### src/rtl/uart_rx_16x_pkg.sv
// Shared UART constants, state encoding and the 2-of-3 vote helper.
// Latency: none (declarations only). Backpressure: not applicable.
package uart_rx_16x_pkg;

  localparam int OS          = 16;
  localparam int DATA_BITS   = 8;
  localparam int SYNC_STAGES = 2;
  localparam int CNT_W       = $clog2(OS);
  localparam int IDX_W       = $clog2(DATA_BITS);

  localparam logic [CNT_W-1:0] CNT_S7   = CNT_W'(OS/2 - 1);
  localparam logic [CNT_W-1:0] CNT_S8   = CNT_W'(OS/2);
  localparam logic [CNT_W-1:0] CNT_MID  = CNT_W'(OS/2 + 1);
  localparam logic [CNT_W-1:0] CNT_LAST = CNT_W'(OS - 1);
  localparam logic [IDX_W-1:0] IDX_LAST = IDX_W'(DATA_BITS - 1);

  typedef enum logic [2:0] {
    IDLE  = 3'd0,
    START = 3'd1,
    DATA  = 3'd2,
    STOP  = 3'd3,
    BREAK = 3'd4
  } rx_state_t;

  function automatic logic majority3(input logic a, input logic b, input logic c);
    return (a & b) | (a & c) | (b & c);
  endfunction

endpackage

### src/rtl/uart_rx_16x_if.sv
// Receiver-side bundle: serial line in, byte/strobe/status out.
// Latency: none (wiring only). Backpressure: none, the consumer must take each strobe.
interface uart_rx_16x_if;
  import uart_rx_16x_pkg::*;

  logic                 uart_rx;
  logic [DATA_BITS-1:0] rx_data;
  logic                 rx_status;
  logic                 frame_err;
  logic                 busy;

  modport master (input uart_rx, output rx_data, rx_status, frame_err, busy);
  modport slave  (output uart_rx, input rx_data, rx_status, frame_err, busy);

endinterface

### src/rtl/uart_rx_16x_bit_sampler.sv
// Synchronises the line, times bit cells and majority-votes samples at ticks 7/8/9.
// Latency: SYNC_STAGES cycles to rx_s; vote valid in the mid cycle. Backpressure: none.
module uart_rx_16x_bit_sampler
  import uart_rx_16x_pkg::*;
(
  input  logic clk16,
  input  logic reset,
  input  logic uart_rx,
  input  logic run,
  input  logic clr,
  output logic rx_s,
  output logic vote,
  output logic mid,
  output logic last
);

  logic [SYNC_STAGES-1:0] sync;
  logic [CNT_W-1:0]       cnt;
  logic                   s7;
  logic                   s8;

  // Synchroniser resets to the idle-high line level so reset never fakes a start bit.
  always_ff @(posedge clk16 or negedge reset) begin
    if (!reset) begin
      sync <= '1;
      cnt  <= '0;
      s7   <= 1'b0;
      s8   <= 1'b0;
    end else begin
      sync <= {sync[SYNC_STAGES-2:0], uart_rx};
      if (clr)
        cnt <= '0;
      else if (run)
        cnt <= last ? '0 : cnt + 1'b1;
      if (run && cnt == CNT_S7)
        s7 <= rx_s;
      if (run && cnt == CNT_S8)
        s8 <= rx_s;
    end
  end

  assign rx_s = sync[SYNC_STAGES-1];
  assign mid  = (cnt == CNT_MID);
  assign last = (cnt == CNT_LAST);
  assign vote = majority3(s7, s8, rx_s);

endmodule

### src/rtl/uart_rx_16x.sv
// 8N1 receiver at 16x oversampling: byte with one-cycle rx_status, or one-cycle frame_err.
// Latency: strobe 157 clk16 edges after the start bit is first sampled. Backpressure: none.
module uart_rx_16x
  import uart_rx_16x_pkg::*;
(
  input logic           clk16,
  input logic           reset,
  uart_rx_16x_if.master bus
);

  rx_state_t            state;
  rx_state_t            state_nxt;
  logic [IDX_W-1:0]     idx;
  logic [IDX_W-1:0]     idx_nxt;
  logic [DATA_BITS-1:0] shift;
  logic [DATA_BITS-1:0] shift_nxt;
  logic [DATA_BITS-1:0] data_q;
  logic [DATA_BITS-1:0] data_nxt;
  logic                 status_q;
  logic                 status_nxt;
  logic                 ferr_q;
  logic                 ferr_nxt;
  logic                 busy_q;

  logic rx_s;
  logic vote;
  logic mid;
  logic last;
  logic run;
  logic clr;

  uart_rx_16x_bit_sampler u_sampler (
    .clk16   (clk16),
    .reset   (reset),
    .uart_rx (bus.uart_rx),
    .run     (run),
    .clr     (clr),
    .rx_s    (rx_s),
    .vote    (vote),
    .mid     (mid),
    .last    (last)
  );

  always_ff @(posedge clk16 or negedge reset) begin
    if (!reset) begin
      state    <= IDLE;
      idx      <= '0;
      shift    <= '0;
      data_q   <= '0;
      status_q <= 1'b0;
      ferr_q   <= 1'b0;
      busy_q   <= 1'b0;
    end else begin
      state    <= state_nxt;
      idx      <= idx_nxt;
      shift    <= shift_nxt;
      data_q   <= data_nxt;
      status_q <= status_nxt;
      ferr_q   <= ferr_nxt;
      busy_q   <= (state_nxt != IDLE);
    end
  end

  always_comb begin
    state_nxt  = state;
    idx_nxt    = idx;
    shift_nxt  = shift;
    data_nxt   = data_q;
    status_nxt = 1'b0;
    ferr_nxt   = 1'b0;
    case (state)
      IDLE: begin
        if (!rx_s)
          state_nxt = START;
      end
      START: begin
        // A start bit that votes high at mid-cell was line noise.
        if (mid && vote)
          state_nxt = IDLE;
        else if (last) begin
          state_nxt = DATA;
          idx_nxt   = '0;
        end
      end
      DATA: begin
        if (mid)
          shift_nxt[idx] = vote;
        if (last) begin
          idx_nxt = idx + 1'b1;
          if (idx == IDX_LAST)
            state_nxt = STOP;
        end
      end
      STOP: begin
        // Decide at mid-cell and leave early so a zero-gap next start bit is caught.
        if (mid) begin
          if (vote) begin
            data_nxt   = shift;
            status_nxt = 1'b1;
            state_nxt  = IDLE;
          end else begin
            ferr_nxt   = 1'b1;
            state_nxt  = BREAK;
          end
        end
      end
      BREAK: begin
        if (rx_s)
          state_nxt = IDLE;
      end
      default: state_nxt = IDLE;
    endcase
  end

  assign run = (state == START) || (state == DATA) || (state == STOP);
  assign clr = (state_nxt != state);

  assign bus.rx_data   = data_q;
  assign bus.rx_status = status_q;
  assign bus.frame_err = ferr_q;
  assign bus.busy      = busy_q;

endmodule

### src/flat_wrapper.sv
// flat-port wrapper written by rule: the top's interface ports become plain ports
module uart_rx_16x_flat import uart_rx_16x_pkg::*;
  (clk16, reset, bus_uart_rx, bus_rx_data, bus_rx_status, bus_frame_err, bus_busy);
  uart_rx_16x_if bus_i ();
  input logic clk16;
  input logic reset;
  input wire logic [$bits(bus_i.uart_rx)-1:0] bus_uart_rx;
  output wire logic [$bits(bus_i.rx_data)-1:0] bus_rx_data;
  output wire logic [$bits(bus_i.rx_status)-1:0] bus_rx_status;
  output wire logic [$bits(bus_i.frame_err)-1:0] bus_frame_err;
  output wire logic [$bits(bus_i.busy)-1:0] bus_busy;
  assign bus_i.uart_rx = bus_uart_rx;
  assign bus_rx_data = bus_i.rx_data;
  assign bus_rx_status = bus_i.rx_status;
  assign bus_frame_err = bus_i.frame_err;
  assign bus_busy = bus_i.busy;
  uart_rx_16x u_core (.clk16(clk16), .reset(reset), .bus(bus_i));
endmodule
### config.mk
export PLATFORM = sky130hd
export DESIGN_NAME = uart_rx_16x_flat
export DESIGN_NICKNAME = d
export VERILOG_FILES = /design/src/rtl/uart_rx_16x_pkg.sv /design/src/rtl/uart_rx_16x_if.sv /design/src/rtl/uart_rx_16x_bit_sampler.sv /design/src/rtl/uart_rx_16x.sv /design/src/flat_wrapper.sv
export SDC_FILE = /design/constraint.sdc
export NUM_CORES = 1
export LEC_CHECK = 0
export BUFFER_PORTS_ARGS = -buffer_cell sky130_fd_sc_hd__buf_2
export CORE_MARGIN = 3
export CORE_UTILIZATION = 25
export CTS_CLUSTER_DIAMETER = 200
export DETAILED_ROUTE_END_ITERATION = 6
export GPL_TIMING_DRIVEN = 1
export PLACE_DENSITY = 0.41
export RECOVER_POWER = 25
export SLEW_MARGIN = 20
export SYNTH_ARGS = -nofsm -noshare
export SYNTH_HDL_FRONTEND = slang
export SYNTH_HIERARCHICAL = 1
export SYNTH_SLANG_ARGS = --single-unit
### constraint.sdc
create_clock -name clk16 -period 4.8 [get_ports clk16]
set_input_delay 0.24 -clock clk16 [delete_from_list [all_inputs] [get_ports clk16]]
set_output_delay 0.24 -clock clk16 [all_outputs]
set_load 0.005 [all_outputs]
==> Word level (Yosys, flattened, before mapping) <==
Cells that the tools add are included.
Widths: inputs -> output; s select.
{ "totals": {"regBits": 33, "input_bits": 3, "wordCells": 71} }
{ "classes": {"addsub": 2, "magnitude_cmp": 2, "n_eq_ne": 13, "n_mux": 25, "bitwise": 5, "n_reduce_logical": 13} }
{ "op_table": {"columns": ["operator", "n"], "rows": [
  ["$mux 3", 11],
  ["$pmux 3 s5", 1],
  ["$eq 4x4->1 const B", 3],
  ["$mux 4", 3],
  ["$bwmux 8", 1],
  ["$mux 1", 7],
  ["$eq 3x2->1 const B", 2],
  ["$eq 3x3->1 const B", 2],
  ["$ne 2x2->1 const B", 3],
  ["$pmux 3 s2", 1],
  ["$add 4x1->4 const B", 1],
  ["$eq 4x3->1 const B", 1],
  ["$logic_and 1x1->1", 4],
  ["$lt 3x4->1 const B", 1],
  ["$reduce_and 4->1", 1],
  ["$reduce_bool 2->1", 2],
  ["$add 3x1->3 const B", 1],
  ["$and 1x1->1", 3],
  ["$demux 1 s3", 1],
  ["$eq 3x1->1 const B", 1],
  ["$ge 3x1->1 const B", 1],
  ["$logic_not 3->1", 1],
  ["$ne 3x3->1", 1],
  ["$reduce_and 3->1", 1],
  ["other kinds (4)", 6]
]} }

==> Logic depth before layout (Yosys ltp) <==
{ "depth": {"ltp_word": 8, "ltp_mapped": 8, "mapped_depth_nobuf": 8} }

==> By module <==
The synthesis kept the hierarchy.
{ "modules_own_cells": {"columns": ["module", "instances", "cells_each", "area_each_um2", "seq_area_each_um2"], "rows": [
  ["uart_rx_16x", 1, 93, 1164.9, 625.6],
  ["uart_rx_16x_bit_sampler", 1, 33, 390.4, 202.7]
]} }

==> Worst setup path after synthesis <==
Ideal clock, no wire load.
{ "synth_path": {"path_kind": "flip-flop to flip-flop", "from": "register u_core.u_sampler.cnt[0]", "to": "register u_core.u_sampler.cnt[0]", "setup_time_ns": 0.078, "arrival_ns": 1.853, "required_ns": 4.722, "setup_slack_ns": 2.870, "path_stages_with_launch": 7, "synth_period_minus_slack_ns": 1.930, "path_cell_list": "dfrtp_1 > ha_1 > and3_1 > nor4bb_4 > a221o_1 > mux2_1 > a21oi_1"} }
{ "synth_between": {"elab_chain_cells": 6} }
{ "synth_lines": {"columns": ["item", "line_no", "rtl"], "rows": [
  ["start: declaration", "uart_rx_16x_bit_sampler.sv:18", "logic [CNT_W-1:0] cnt;"],
  ["start signal: assignment", "uart_rx_16x_bit_sampler.sv:34", "cnt <= last ? '0 : cnt + 1'b1;"],
  ["$eq 4x4->1 *", "uart_rx_16x_bit_sampler.sv:44", "assign last = (cnt == CNT_LAST);"],
  ["net u_core.last", "uart_rx_16x.sv:28", "logic last;"],
  ["$mux 3", "uart_rx_16x.sv:80", "else if (last) begin"],
  ["$mux 3", "uart_rx_16x.sv:78", "if (mid && vote)"],
  ["$pmux 3 s5 *", "uart_rx_16x.sv:71", "case (state)"],
  ["net u_core.state_nxt[0]", "uart_rx_16x.sv:12", "rx_state_t state_nxt;"],
  ["$ne 3x3->1 *", "uart_rx_16x.sv:116", "assign clr = (state_nxt != state);"],
  ["net u_core.clr", "uart_rx_16x.sv:30", "logic clr;"],
  ["$mux 4 / $reduce_bool 2->1 (equally long branches)", null, null]
]} }
Mark *: on every way through the listed nets, which the timed path passes. The rest lies on a longest branch. The select of a mux whose other input is x is not followed.
A chain may end at the register's enable or synchronous reset.

==> Worst setup path after layout <==
{ "layout_path": {"from": "register u_core.u_sampler.cnt[0]", "to": "register u_core.u_sampler.cnt[3]"} }
Same word-level chain as after synthesis.

==> run metrics <==
status=finished with violations; violated checks=max-capacitance violations, max-slew violations; Initial Util=26.1%; area added between synthesis and finish=15.8%; most common flop cell mapped by yosys=sky130_fd_sc_hd__dfrtp_1; max-slew violations=34; largest net degree at the start of global routing=34; final worst clock skew=about 7.0 ps; TritonCTS clock tree=yes; fraction of post-synthesis cell area in the top cell type by area=49.9%; synth cell count leaders=sky130_fd_sc_hd__dfrtp_1, sky130_fd_sc_hd__mux2_2, sky130_fd_sc_hd__nor2_1, sky130_fd_sc_hd__nand2_1; sequential cell area=828 um^2; RD Place Congestion=around 0.8; HP Start=bus_uart_rx; unrepaired setup endpoints after global routing=false; die height=84.9 um; instance count after placement with tap cells included=roughly 210; area of the core=between 0.005 and 0.006 mm^2; static leakage power=0.867 nW; cell taking the most area after synthesis=sky130_fd_sc_hd__dfrtp_1; setup total negative slack=0 ps; start of the worst register-to-register path=u_core/u_sampler/cnt[0]$_DFFE_PN0P_; capturing element type of the critical path=flip-flop; maximum capacitance violations=1; count of standard-cell rows=28; Hold-fix buffers, CTS=0; initial DRC count=27; die boundary width=about 85 um; remaining number of nets flagged by the antenna check after routing=0; via count of the first global-routing pass=1,015; Clock Sinks=33; wire length of the first global-routing pass=4.96 mm; dpl ws=2570 ps; setup slack after layout=2560 ps; largest fanout on the critical path=6; maximum root-to-sink buffer count=2; post-CTS resize count=0; Post-layout nets=147; post-route minimum period=around 2200 ps; Critical Path RT=5010 ps; depth of the worst register-to-register path=6; vias per std cell=between 4 and 5; share of flip-flops with an asynchronous set or reset after synthesis=100%; io pins=14; Hold WC Path Type=in2reg; number of remaining DRC errors=0; kind of start point of the critical path=flip-flop; root buf cell=sky130_fd_sc_hd__clkbuf_8; post-synthesis instance area=0.00156 mm^2; area used by multi-input combinational logic=662 um^2; Hold Vio Cnt, Final=0; number of distinct library cell variants in the gate-level netlist after synthesis=41; Final Non-Filler Cells=215; ratio of cells with drive above 1 in the final layout=approximately a third; leading cell types by total area after synthesis=sky130_fd_sc_hd__dfrtp_1, sky130_fd_sc_hd__mux2_2, sky130_fd_sc_hd__ha_1, sky130_fd_sc_hd__dfstp_2, sky130_fd_sc_hd__nor2_1; vias after detailed routing=slightly below 1,000; Overall Global Routing Usage=8.87%; worst path arrival time=2440 ps; number of filler cells placed in the layout=622; clock-pin transition on the worst setup and hold timing paths=70 ps; number of port buffers=13; Clk Latency, worst-skew pair=280 ps; share of synthesized area occupied by flip-flops and latches=53.3%; gate count after technology mapping=between 100 and 150; DP HPWL=1.89 mm; number of detailed-routing iterations run before antenna repair=3; power density normalized to cell area=451 mW/mm^2; most frequent cell after synthesis=sky130_fd_sc_hd__dfrtp_1; utilization after layout=30.2%; number of antenna cells inserted=0; final routed wire length divided by cell count=12.8 um; average instance area after synthesis=12.3 um^2; #FFs+latches synth=33; TritonCTS buffer count=5; hold depth=1; CP Launch Point=u_core/u_sampler/cnt[0]$_DFFE_PN0P_; number of buffers inserted by post-CTS setup repair=0; depth of the CTS H-tree=2; actual slew at the worst max-slew pin=1770 ps; detailed-route wire length=2.74 mm; remaining max-slew budget at the tightest pin=-17.8%; antenna violations before repair=0; number of enable-type register cells in the synthesized netlist=0; Critical Setup Path Class=reg2reg; setup-violating endpoint count in the final report=0; placed cell areas=0.00167 mm^2; cell area after layout=0.00180 mm^2; share of the clock period used by the worst path=between 40% and 50%; total grt overflow=0; largest vdd supply drop=0.243 mV; achievable clock frequency=0.447 GHz; synthesized netlist net count=~130; die area=0.00720 mm^2; synth warn=6
==> area by class of cell <==
cell class,instances,share of cell area [%]
Clock buffer,5,3.82
Tap cell,75,5.21
Multi-Input combinational cell,81,36.8
Sequential cell,33,46.0
Timing Repair Buffer,13,3.54
Clock inverter,3,3.61
Inverter,5,1.04
==> routing by layer <==
| layer | global-route usage (%) | part of all wire, % | up-vias |
|---|---|---|---|
| li1 | - | - | 467 |
| met1 | 10.7 | 46 | 484 |
| met2 | 14.0 | 48 | 10 |
| met3 | 2.72 | 2.8 | 7 |
| met4 | 5.18 | 2.8 | 0 |
| met5 | 0 | 0 | - |
==> stage by stage <==
step / power, W / hold slack, ps
finish: 0.000812 / 51.5
global route: 0.000870 / 40.8
CTS: 0.000829 / 31.9
detailed placement: 0.000513 / 346
global placement: 0.000508 / 341
floorplan: 0.000478 / -55.6
==> cell families (layout without fill, tap and decap cells) <==
kind of cell    Yosys count  count (layout)  share of synthesized area (%)
compound gates           13              13                           5.47
xor+xnor                  1               1                          0.563
fa+ha+maj                 6               6                           4.67
flops                    33              33                           53.3
mux                      21              21                           15.1
buf+inv                  12              26                           4.18
simple gates             40              40                           16.7
==> worst max-delay path, cell delays in order (launching register included) <==
cell and delay, ps:
sky130_fd_sc_hd__dfrtp_1 450, sky130_fd_sc_hd__ha_1 250, sky130_fd_sc_hd__and3_1 260, sky130_fd_sc_hd__nor4bb_4 400, sky130_fd_sc_hd__a221o_1 250, sky130_fd_sc_hd__mux2_1 400
sky130_fd_sc_hd__a21oi_1 150
==> report_power, final <==
group	internal [W]	switching, W
clock network	0.000206	0.000102
registers	0.000312	0.0000399
logic	0.0000680	0.0000841
==> flip-flops by register name (all words and copies together), names as in the netlist <==
name,count
u_core/bus.busy,1
u_core/bus.frame_err,1
u_core/bus.rx_data,8
u_core/bus.rx_status,1
u_core/idx,3
u_core/shift,8
u_core/state,3
u_core/u_sampler/cnt,4
u_core/u_sampler/s7,1
u_core/u_sampler/s8,1
u_core/u_sampler/sync,2
==> cells in the final DEF (no fill, tap or decap), drive strengths merged, types with 2 or more instances in the layout <==
master	n
a21oi	5
clkbuf	6
o21ai	3
a22o	2
dfrtp	31
bufinv	2
nor3	2
buf	12
inv	5
dfstp	2
or3	2
mux2	20
ha	5
nand3b	3
nor2b	2
nand4b	2
nor2	9
nand2	6
nor3b	2
==> path summary, 6_finish.rpt <==
check | endpoint | slack, ps
max in group asynchronous | u_core/idx[1]$_DFFE_PN0P_ | 3350
min in group asynchronous | u_core/bus.rx_data[7]$_DFFE_PN0P_ | 410
worst min-delay path | u_core/u_sampler/sync[0]$_DFF_PN1_ | 50
worst max register to register | u_core/u_sampler/cnt[3]$_DFFE_PN0P_ | 2560
worst max-delay path | u_core/u_sampler/cnt[3]$_DFFE_PN0P_ | 2560
worst min register to register | u_core/u_sampler/sync[1]$_DFF_PN1_ | 360
(Power assumes the default switching activity.)
